==> config.mk <==
export PLATFORM = sky130hd
export DESIGN_NAME = tqvp_rejunity_vga_capture_flat
export DESIGN_NICKNAME = d
export VERILOG_FILES = /design/src/rtl/tqvp_rejunity_vga_capture_if.sv /design/src/rtl/tqvp_rejunity_vga_capture.sv /design/src/flat_wrapper.sv
export SDC_FILE = /design/constraint.sdc
export NUM_CORES = 1
export LEC_CHECK = 0
export CORE_UTILIZATION = 23
export DETAILED_ROUTE_END_ITERATION = 8
export PLACE_DENSITY_LB_ADDON = 0.2
export REMOVE_ABC_BUFFERS = 1
export SLEW_MARGIN = 20
export SYNTH_ARGS = -nofsm -noshare
export SYNTH_HDL_FRONTEND = slang
export SYNTH_SLANG_ARGS = --single-unit
==> constraint.sdc <==
create_clock -name clk -period 33.6 [get_ports clk]
set_input_delay 5.04 -clock clk [delete_from_list [all_inputs] [get_ports clk]]
set_output_delay 5.04 -clock clk [all_outputs]
set_load 0.02 [all_outputs]
==> src/rtl/tqvp_rejunity_vga_capture_if.sv <==
// TinyQV register-port bundle for the VGA capture peripheral.
// The CPU side drives address/data/strobes; the peripheral returns read data and an always-ready ack.
interface tqvp_rejunity_vga_capture_if;
  logic [5:0]  address;
  logic [31:0] data_in;
  logic [1:0]  data_write_n;
  logic [1:0]  data_read_n;
  logic [31:0] data_out;
  logic        data_ready;

  modport master (output address, data_in, data_write_n, data_read_n,
                  input  data_out, data_ready);
  modport slave  (input  address, data_in, data_write_n, data_read_n,
                  output data_out, data_ready);
endinterface

==> src/rtl/tqvp_rejunity_vga_capture.sv <==
// Locks to VGA sync, measures line/frame timing and captures 256 keyed pixels of one scanline.
// Pixel k lands H_BACK_PORCH+k clocks after hsync deasserts; reads are combinational, no backpressure.
module tqvp_rejunity_vga_capture #(
  parameter int H_BACK_PORCH    = 48,
  parameter bit SYNC_ACTIVE_LOW = 1'b1
) (
  input  logic                              clk,
  input  logic                              rst,
  input  logic [7:0]                        ui_in,
  tqvp_rejunity_vga_capture_if.slave        bus,
  output logic                              user_interrupt
);
  typedef enum logic [2:0] {IDLE, WAIT_VSYNC, COUNT_LINES, BACK_PORCH, CAPTURE} state_t;

  state_t       state, state_next;
  logic [7:0]   vq;
  logic         hs_prev, vs_prev;
  logic [255:0] line_buf;
  logic [5:0]   key_color;
  logic [9:0]   target_line, line_cnt, frame_lines, lcnt;
  logic [10:0]  h_period, hcnt;
  logic [7:0]   cnt;
  logic         irq_en, done, miss, trunc;
  logic         set_done, set_miss, set_trunc, cap_wr;

  logic hs_act, vs_act, hs_assert, hs_deassert, vs_assert, vs_deassert, pix;
  assign hs_act      = vq[7] ^ SYNC_ACTIVE_LOW;
  assign vs_act      = vq[3] ^ SYNC_ACTIVE_LOW;
  assign hs_assert   = hs_act & ~hs_prev;
  assign hs_deassert = ~hs_act & hs_prev;
  assign vs_assert   = vs_act & ~vs_prev;
  assign vs_deassert = ~vs_act & vs_prev;
  assign pix         = ({vq[6:4], vq[2:0]} == key_color);

  logic wr, arm, status_clr;
  assign wr         = (bus.data_write_n != 2'b11);
  assign arm        = wr && (bus.address == 6'h38) && bus.data_in[0];
  assign status_clr = wr && (bus.address == 6'h3C) && bus.data_in[0];

  logic unused_bits;
  assign unused_bits = ^{bus.data_read_n, bus.data_in[31:10]};

  always_ff @(posedge clk or posedge rst) begin
    if (rst) state <= IDLE;
    else     state <= state_next;
  end

  always_comb begin
    state_next = state;
    set_done   = 1'b0;
    set_miss   = 1'b0;
    set_trunc  = 1'b0;
    cap_wr     = 1'b0;
    case (state)
      WAIT_VSYNC:  if (vs_deassert) state_next = COUNT_LINES;
      COUNT_LINES: begin
        if (vs_assert) begin
          set_miss   = 1'b1;
          state_next = IDLE;
        end else if (hs_deassert && line_cnt == target_line) begin
          state_next = BACK_PORCH;
        end
      end
      BACK_PORCH, CAPTURE: begin
        // A new sync edge means the line ended early: keep what was captured.
        if (hs_assert || vs_assert) begin
          set_trunc  = 1'b1;
          set_done   = 1'b1;
          state_next = IDLE;
        end else if (state == BACK_PORCH) begin
          if (cnt == 8'(H_BACK_PORCH - 1)) state_next = CAPTURE;
        end else begin
          cap_wr = 1'b1;
          if (cnt == 8'd255) begin
            set_done   = 1'b1;
            state_next = IDLE;
          end
        end
      end
      default: ;
    endcase
    if (arm) begin
      state_next = WAIT_VSYNC;
      set_done   = 1'b0;
      set_miss   = 1'b0;
      set_trunc  = 1'b0;
    end
  end

  always_ff @(posedge clk or posedge rst) begin
    if (rst) begin
      vq          <= {SYNC_ACTIVE_LOW, 3'b000, SYNC_ACTIVE_LOW, 3'b000};
      hs_prev     <= 1'b0;
      vs_prev     <= 1'b0;
      hcnt        <= '0;
      h_period    <= '0;
      lcnt        <= '0;
      frame_lines <= '0;
    end else begin
      vq      <= ui_in;
      hs_prev <= hs_act;
      vs_prev <= vs_act;
      if (hs_assert) begin
        h_period <= hcnt;
        hcnt     <= 11'd1;
      end else if (hcnt != 11'h7FF) begin
        hcnt <= hcnt + 11'd1;
      end
      // An hsync edge coinciding with vsync belongs to the new frame.
      if (vs_assert) begin
        frame_lines <= lcnt;
        lcnt        <= {9'd0, hs_assert};
      end else if (hs_assert && lcnt != 10'h3FF) begin
        lcnt <= lcnt + 10'd1;
      end
    end
  end

  always_ff @(posedge clk or posedge rst) begin
    if (rst) begin
      line_buf       <= '0;
      key_color      <= 6'b001011;
      target_line    <= '0;
      irq_en         <= 1'b0;
      done           <= 1'b0;
      miss           <= 1'b0;
      trunc          <= 1'b0;
      line_cnt       <= '0;
      cnt            <= '0;
      user_interrupt <= 1'b0;
    end else begin
      if (state == WAIT_VSYNC)                      line_cnt <= '0;
      else if (state == COUNT_LINES && hs_deassert) line_cnt <= line_cnt + 10'd1;

      if (state == COUNT_LINES)                              cnt <= 8'd1;
      else if (state == BACK_PORCH && state_next == CAPTURE) cnt <= '0;
      else                                                   cnt <= cnt + 8'd1;

      if (cap_wr) line_buf[cnt] <= pix;

      if (wr && bus.address == 6'h30) key_color   <= bus.data_in[5:0];
      if (wr && bus.address == 6'h34) target_line <= bus.data_in[9:0];
      if (wr && bus.address == 6'h38) irq_en      <= bus.data_in[1];

      if (arm) begin
        done  <= 1'b0;
        miss  <= 1'b0;
        trunc <= 1'b0;
      end else begin
        if (set_done)        done <= 1'b1;
        else if (status_clr) done <= 1'b0;
        if (set_miss)  miss  <= 1'b1;
        if (set_trunc) trunc <= 1'b1;
      end

      user_interrupt <= done & irq_en;
    end
  end

  assign bus.data_ready = 1'b1;

  always_comb begin
    bus.data_out = 32'h0;
    if (!bus.address[5]) begin
      bus.data_out = line_buf[{bus.address[4:2], 5'b00000} +: 32];
    end else begin
      case (bus.address[4:2])
        3'b011:  bus.data_out = {frame_lines, 5'b00000, h_period, 6'b000000};
        3'b100:  bus.data_out = {26'd0, key_color};
        3'b101:  bus.data_out = {22'd0, target_line};
        3'b110:  bus.data_out = {30'd0, irq_en, 1'b0};
        3'b111:  bus.data_out = {28'd0, trunc, miss, (state != IDLE), done};
        default: bus.data_out = 32'h0;
      endcase
    end
  end
endmodule

==> src/flat_wrapper.sv <==
// flat-port wrapper written by rule: the top's interface ports become plain ports
module tqvp_rejunity_vga_capture_flat 
#(
  parameter int H_BACK_PORCH    = 48,
  parameter bit SYNC_ACTIVE_LOW = 1'b1
)
  (clk, rst, ui_in, user_interrupt, bus_address, bus_data_in, bus_data_write_n, bus_data_read_n, bus_data_out, bus_data_ready);
  tqvp_rejunity_vga_capture_if bus_i ();
  input  logic clk;
  input  logic rst;
  input  logic [7:0] ui_in;
  output logic user_interrupt;
  input wire logic [$bits(bus_i.address)-1:0] bus_address;
  input wire logic [$bits(bus_i.data_in)-1:0] bus_data_in;
  input wire logic [$bits(bus_i.data_write_n)-1:0] bus_data_write_n;
  input wire logic [$bits(bus_i.data_read_n)-1:0] bus_data_read_n;
  output wire logic [$bits(bus_i.data_out)-1:0] bus_data_out;
  output wire logic [$bits(bus_i.data_ready)-1:0] bus_data_ready;
  assign bus_i.address = bus_address;
  assign bus_i.data_in = bus_data_in;
  assign bus_i.data_write_n = bus_data_write_n;
  assign bus_i.data_read_n = bus_data_read_n;
  assign bus_data_out = bus_i.data_out;
  assign bus_data_ready = bus_i.data_ready;
  tqvp_rejunity_vga_capture #(.H_BACK_PORCH(H_BACK_PORCH), .SYNC_ACTIVE_LOW(SYNC_ACTIVE_LOW)) u_core (.clk(clk), .rst(rst), .ui_in(ui_in), .bus(bus_i), .user_interrupt(user_interrupt));
endmodule
# Word level (Yosys, flattened, before mapping)
# Index checks and enable logic that the tools add are counted.
# totals
ff_bits,350
word_cells,118
input_bits,52
# classes
n_addsub,4
order_cmp,2
eq_ne,21
bitwise,9
mux,43
shift,1
reduce_logical,20
# ops
operator,count
$bwmux W256,1
$shiftx A256 B9 Y32,1
$pmux W32 S5,1
$mux W10,4
$mux W32,1
$eq A6 B6 Y1 const B,4
$mux W3,8
$mux W1,22
$mux W11,2
$add A10 B1 Y10 const B,2
$eq A3 B3 Y1 const B,6
$mux W8,2
$add A11 B1 Y11 const B,1
$logic_and A1 B1 Y1,11
$ne A11 B11 Y1 const B,1
$eq A10 B10 Y1,1
$ne A10 B10 Y1 const B,1
$reduce_bool A2 Y1,5
$eq A3 B2 Y1 const B,3
$lt A8 B9 Y1 const B,1
$pmux W3 S3,1
$add A8 B1 Y8 const B,1
$demux W1 S8,1
$eq A8 B6 Y1 const B,1
10 further kinds,18

# Logic depth before layout (Yosys ltp)
# logic_depth
word_depth,10
mapped_depth,7
ltp_nobuf,5

# Worst setup path before layout
# Ideal clock, no wire load.
# synth_path
path_kind,input-to-output
from,input bus_address[3]
to,output bus_data_out[4]
cell_stages,6
path_slack_ps,22041
arrival_ps,6519
required_ps,28560
cell_sequence,buf_2 buf_2 buf_1 mux4_2 a22oi_1 o21ai_0
# synth_via
elab_chain_cells,3
# synth_lines
item,line,text
from (decl),flat_wrapper.sv:13,input wire logic [$bits(bus_i.address)-1:0] bus_address;
"parallel branches: the longest is 2 deep, another holds $shiftx A256 B9 Y32",-,
$mux W32 *,tqvp_rejunity_vga_capture.sv:164,if (!bus.address[5]) begin
to (decl),flat_wrapper.sv:17,output wire logic [$bits(bus_i.data_out)-1:0] bus_data_out;
# Mark *: on every way between the ends.

# Final worst setup path
# layout_path
from,input bus_address[2]
to,output bus_data_out[7]
# The elaborated chain is that of the path after synthesis.

==> metrics <==
part of the cycle the worst path needs 38.9%; ys flop type dfrtp_1; DRT Pass-1 Iters 7; n_diodes 0; depth of the CTS H-tree 2; ANT nets after route 0; Final setup viols 0; DR vias/cell 4.94; clock power share 43.3%; hold path depth 2; post-cts resize count 0; pin count of the biggest net entering global routing 181; most frequent cells after synthesis dfrtp_1 (345), o21ai_0 (273), o31ai_1 (265), clkbuf_1 (130), nand2_1 (92); RSZ-0062 raised after global routing false; Hold Path Class reg -> reg; final worst setup slack 20540 ps; DRC marker count from the first detailed-route iteration 1053; Critical Path AT 8020 ps; gpl congestion 0.741; row count 99; Tmin final 13060 ps; Die X 273 µm; CP max FO 37; Num CTS Buffers 43; Post-Syn Instances 1530; worst slew pin tran 1110 ps; Psw 0.308 mW; synth warn 0; Seq/Total Area, Yosys 51.9%; synthesized flop and latch total 350; Yosys top cell area share 51.1%; pre-CTS worst setup slack 20440 ps; Final Max Tran Viols 0; routed vias 12300; share of cells above drive strength 1 15.0%; CTS root buffer clkbuf_16; count leader, synth dfrtp_1; total die area 0.0746 mm²; # nets final 1565; sw frac 29.1%; synth unique cells 60; drt wl/cell 19.7 µm; layout overhead on the synthesized area 17.0%; Worst Reg2Reg Path Length in Cells 5; Layout fillers 7657; clk buf depth 3; Crit Path Class in -> out; Peak VDD IR 29.2 µV; Leak 8.04 nW; Mapped Area 0.0169 mm²; Skew-Pair Late Insertion Delay 570 ps; maxcap violations 0; hpwl dp 29100 µm; Multi-input gate area 0.00741 mm²; Reg power frac 43.5%; register area 0.00876 mm²; Mean Syn Cell Area 11.0 µm²; endpoint type of the worst setup path primary output; clock-pin slew of the registers on the worst-case setup and hold paths 50 ps; Synth area leaders dfrtp_1 (51%), o31ai_1 (12%), mux4_2 (8.7%), o21ai_0 (8.1%), clkbuf_1 (2.9%); Initial Utilization 23.2%; final setup TNS 0 ps; post-CTS setup buffers 0; antenna violations before repair 1; Port-buffer cells 60; core area 0.0728 mm²; status complete, no violations; Global Route Usage Sum 13.2%; Logic pwr share 13.1%; hold-fix buffers at CTS 0; Post-synth EDFFs 0; internal cell power 0.750 mW; Hold Slack 473 ps; Post-Route WL 49200 µm; Clock Sinks 350; data required time at the worst endpoint 28560 ps; total grt overflow 0; Async S/R FF share, synth 100%; TritonCTS clock tree built; fmax 0.0765 GHz; first-pass GRT wire length 76300 µm; Yosys top cell by area dfrtp_1; Worst Setup Start Kind input pin; PD cells 53.5 mW/mm²; clk_skew 17.1 ps; Worst slew margin 25.9%; Final Hold Fails 0; die height 273 µm; # DRC 0; vias in the first global route 12100; IO Count 86
path summary, 6_finish.rpt:
| path | startpoint | end | slack, ps |
|---|---|---|---|
| min in group asynchronous | rst | u_core.lcnt[3] | 5070 |
| worst min-delay path | u_core.h_period[6] | u_core.h_period[6] | 470 |
| worst max-delay path | bus_address[2] | bus_data_out[7] | 20540 |
| worst min register to register | u_core.h_period[6] | u_core.h_period[6] | 470 |
| max in group asynchronous | rst | u_core.line_buf[243] | 27000 |
| worst max register to register | u_core.key_color[3] | u_core.line_buf[47] | 30300 |
sequential cells by signal, summed over array words and instances (netlist names), 3 cells and up:
register	count
u_core.target_line	10
u_core.lcnt	10
u_core.line_buf	256
u_core.key_color	6
u_core.frame_lines	10
u_core.h_period	11
u_core.vq	8
u_core.state	3
u_core.hcnt	11
u_core.line_cnt	10
u_core.cnt	8
power groups by stage:
stage	Combinational, mW	Clock [mW]	Sequential [mW]
after floorplan	0.0764	0	0.461
after global placement	0.140	0	0.467
after detailed placement	0.141	0	0.467
after CTS	0.142	0.474	0.460
after global routing	0.153	0.490	0.463
final	0.139	0.458	0.460
final cells by class:
| type | count | share of cell area, % |
|---|---|---|
| Clock inverter | 7 | 0.323 |
| Clock buffer | 68 | 6.69 |
| Timing Repair Buffer | 104 | 4.85 |
| Inverter | 12 | 0.266 |
| Tap cell | 959 | 6.07 |
| Sequential cell | 350 | 44.3 |
| Multi-Input combinational cell | 995 | 37.5 |
cells by family (layout without fill, tap and decap cells):
logic type,count (synthesis),count (layout),share of synthesized area [%]
xor+xnor,26,26,1.35
mux,108,108,11.4
other cells,1,1,0.0222
flops,350,350,51.9
buf+inv,185,191,4.49
simple gates,243,243,7.24
compound gates,610,610,23.1
fa+ha+maj,7,7,0.518
per-layer routing:
metal	track usage [%]	up-vias	part of all wire, %
met4	3.95	0	1.8
met1	18.6	6251	47
met2	21.1	253	47
li1	-	5760	-
met3	1.67	55	4.3
met5	0	-	0
layout by cell type (no fill, tap or decap), types with 7 or more instances in the layout:
master / synthesis / final
inv_1: 12 / 11
o21ai_0: 273 / 273
mux2_2: 30 / 30
nor3_1: 7 / 7
nor2_1: 43 / 41
ha_1: 7 / 7
nand4_1: 22 / 22
a22oi_1: 30 / 30
nand2_1: 92 / 91
clkbuf_16: 0 / 45
dfrtp_1: 345 / 345
and3_1: 8 / 8
o31ai_1: 265 / 265
clkbuf_1: 130 / 12
nand3_1: 21 / 18
clkdlybuf4s50_1: 0 / 58
clkbuf_8: 0 / 11
nor2b_1: 11 / 10
a21oi_1: 17 / 17
xor2_1: 21 / 21
mux2i_1: 13 / 13
buf_4: 6 / 44
mux4_2: 65 / 65
worst max-delay path, cell delays in order:
cell             delay, ps
buf_4                  370
buf_4                  660
mux4_2                 580
a22oi_1                500
o21ai_0                240
clkdlybuf4s50_1        590
per-stage QoR:
stage	cell area, µm²	power, mW	instances	util, %
6_report	19800	1.06	2495	27.1
2_1_floorplan	16200	0.537	1357	-
5_1_grt	19800	1.11	2495	27.1
3_3_place_gp	18400	0.607	2419	25.2
4_1_cts	19700	1.08	2494	27.1
3_5_place_dp	18400	0.609	2419	25.2
(Power assumes the default switching activity.)
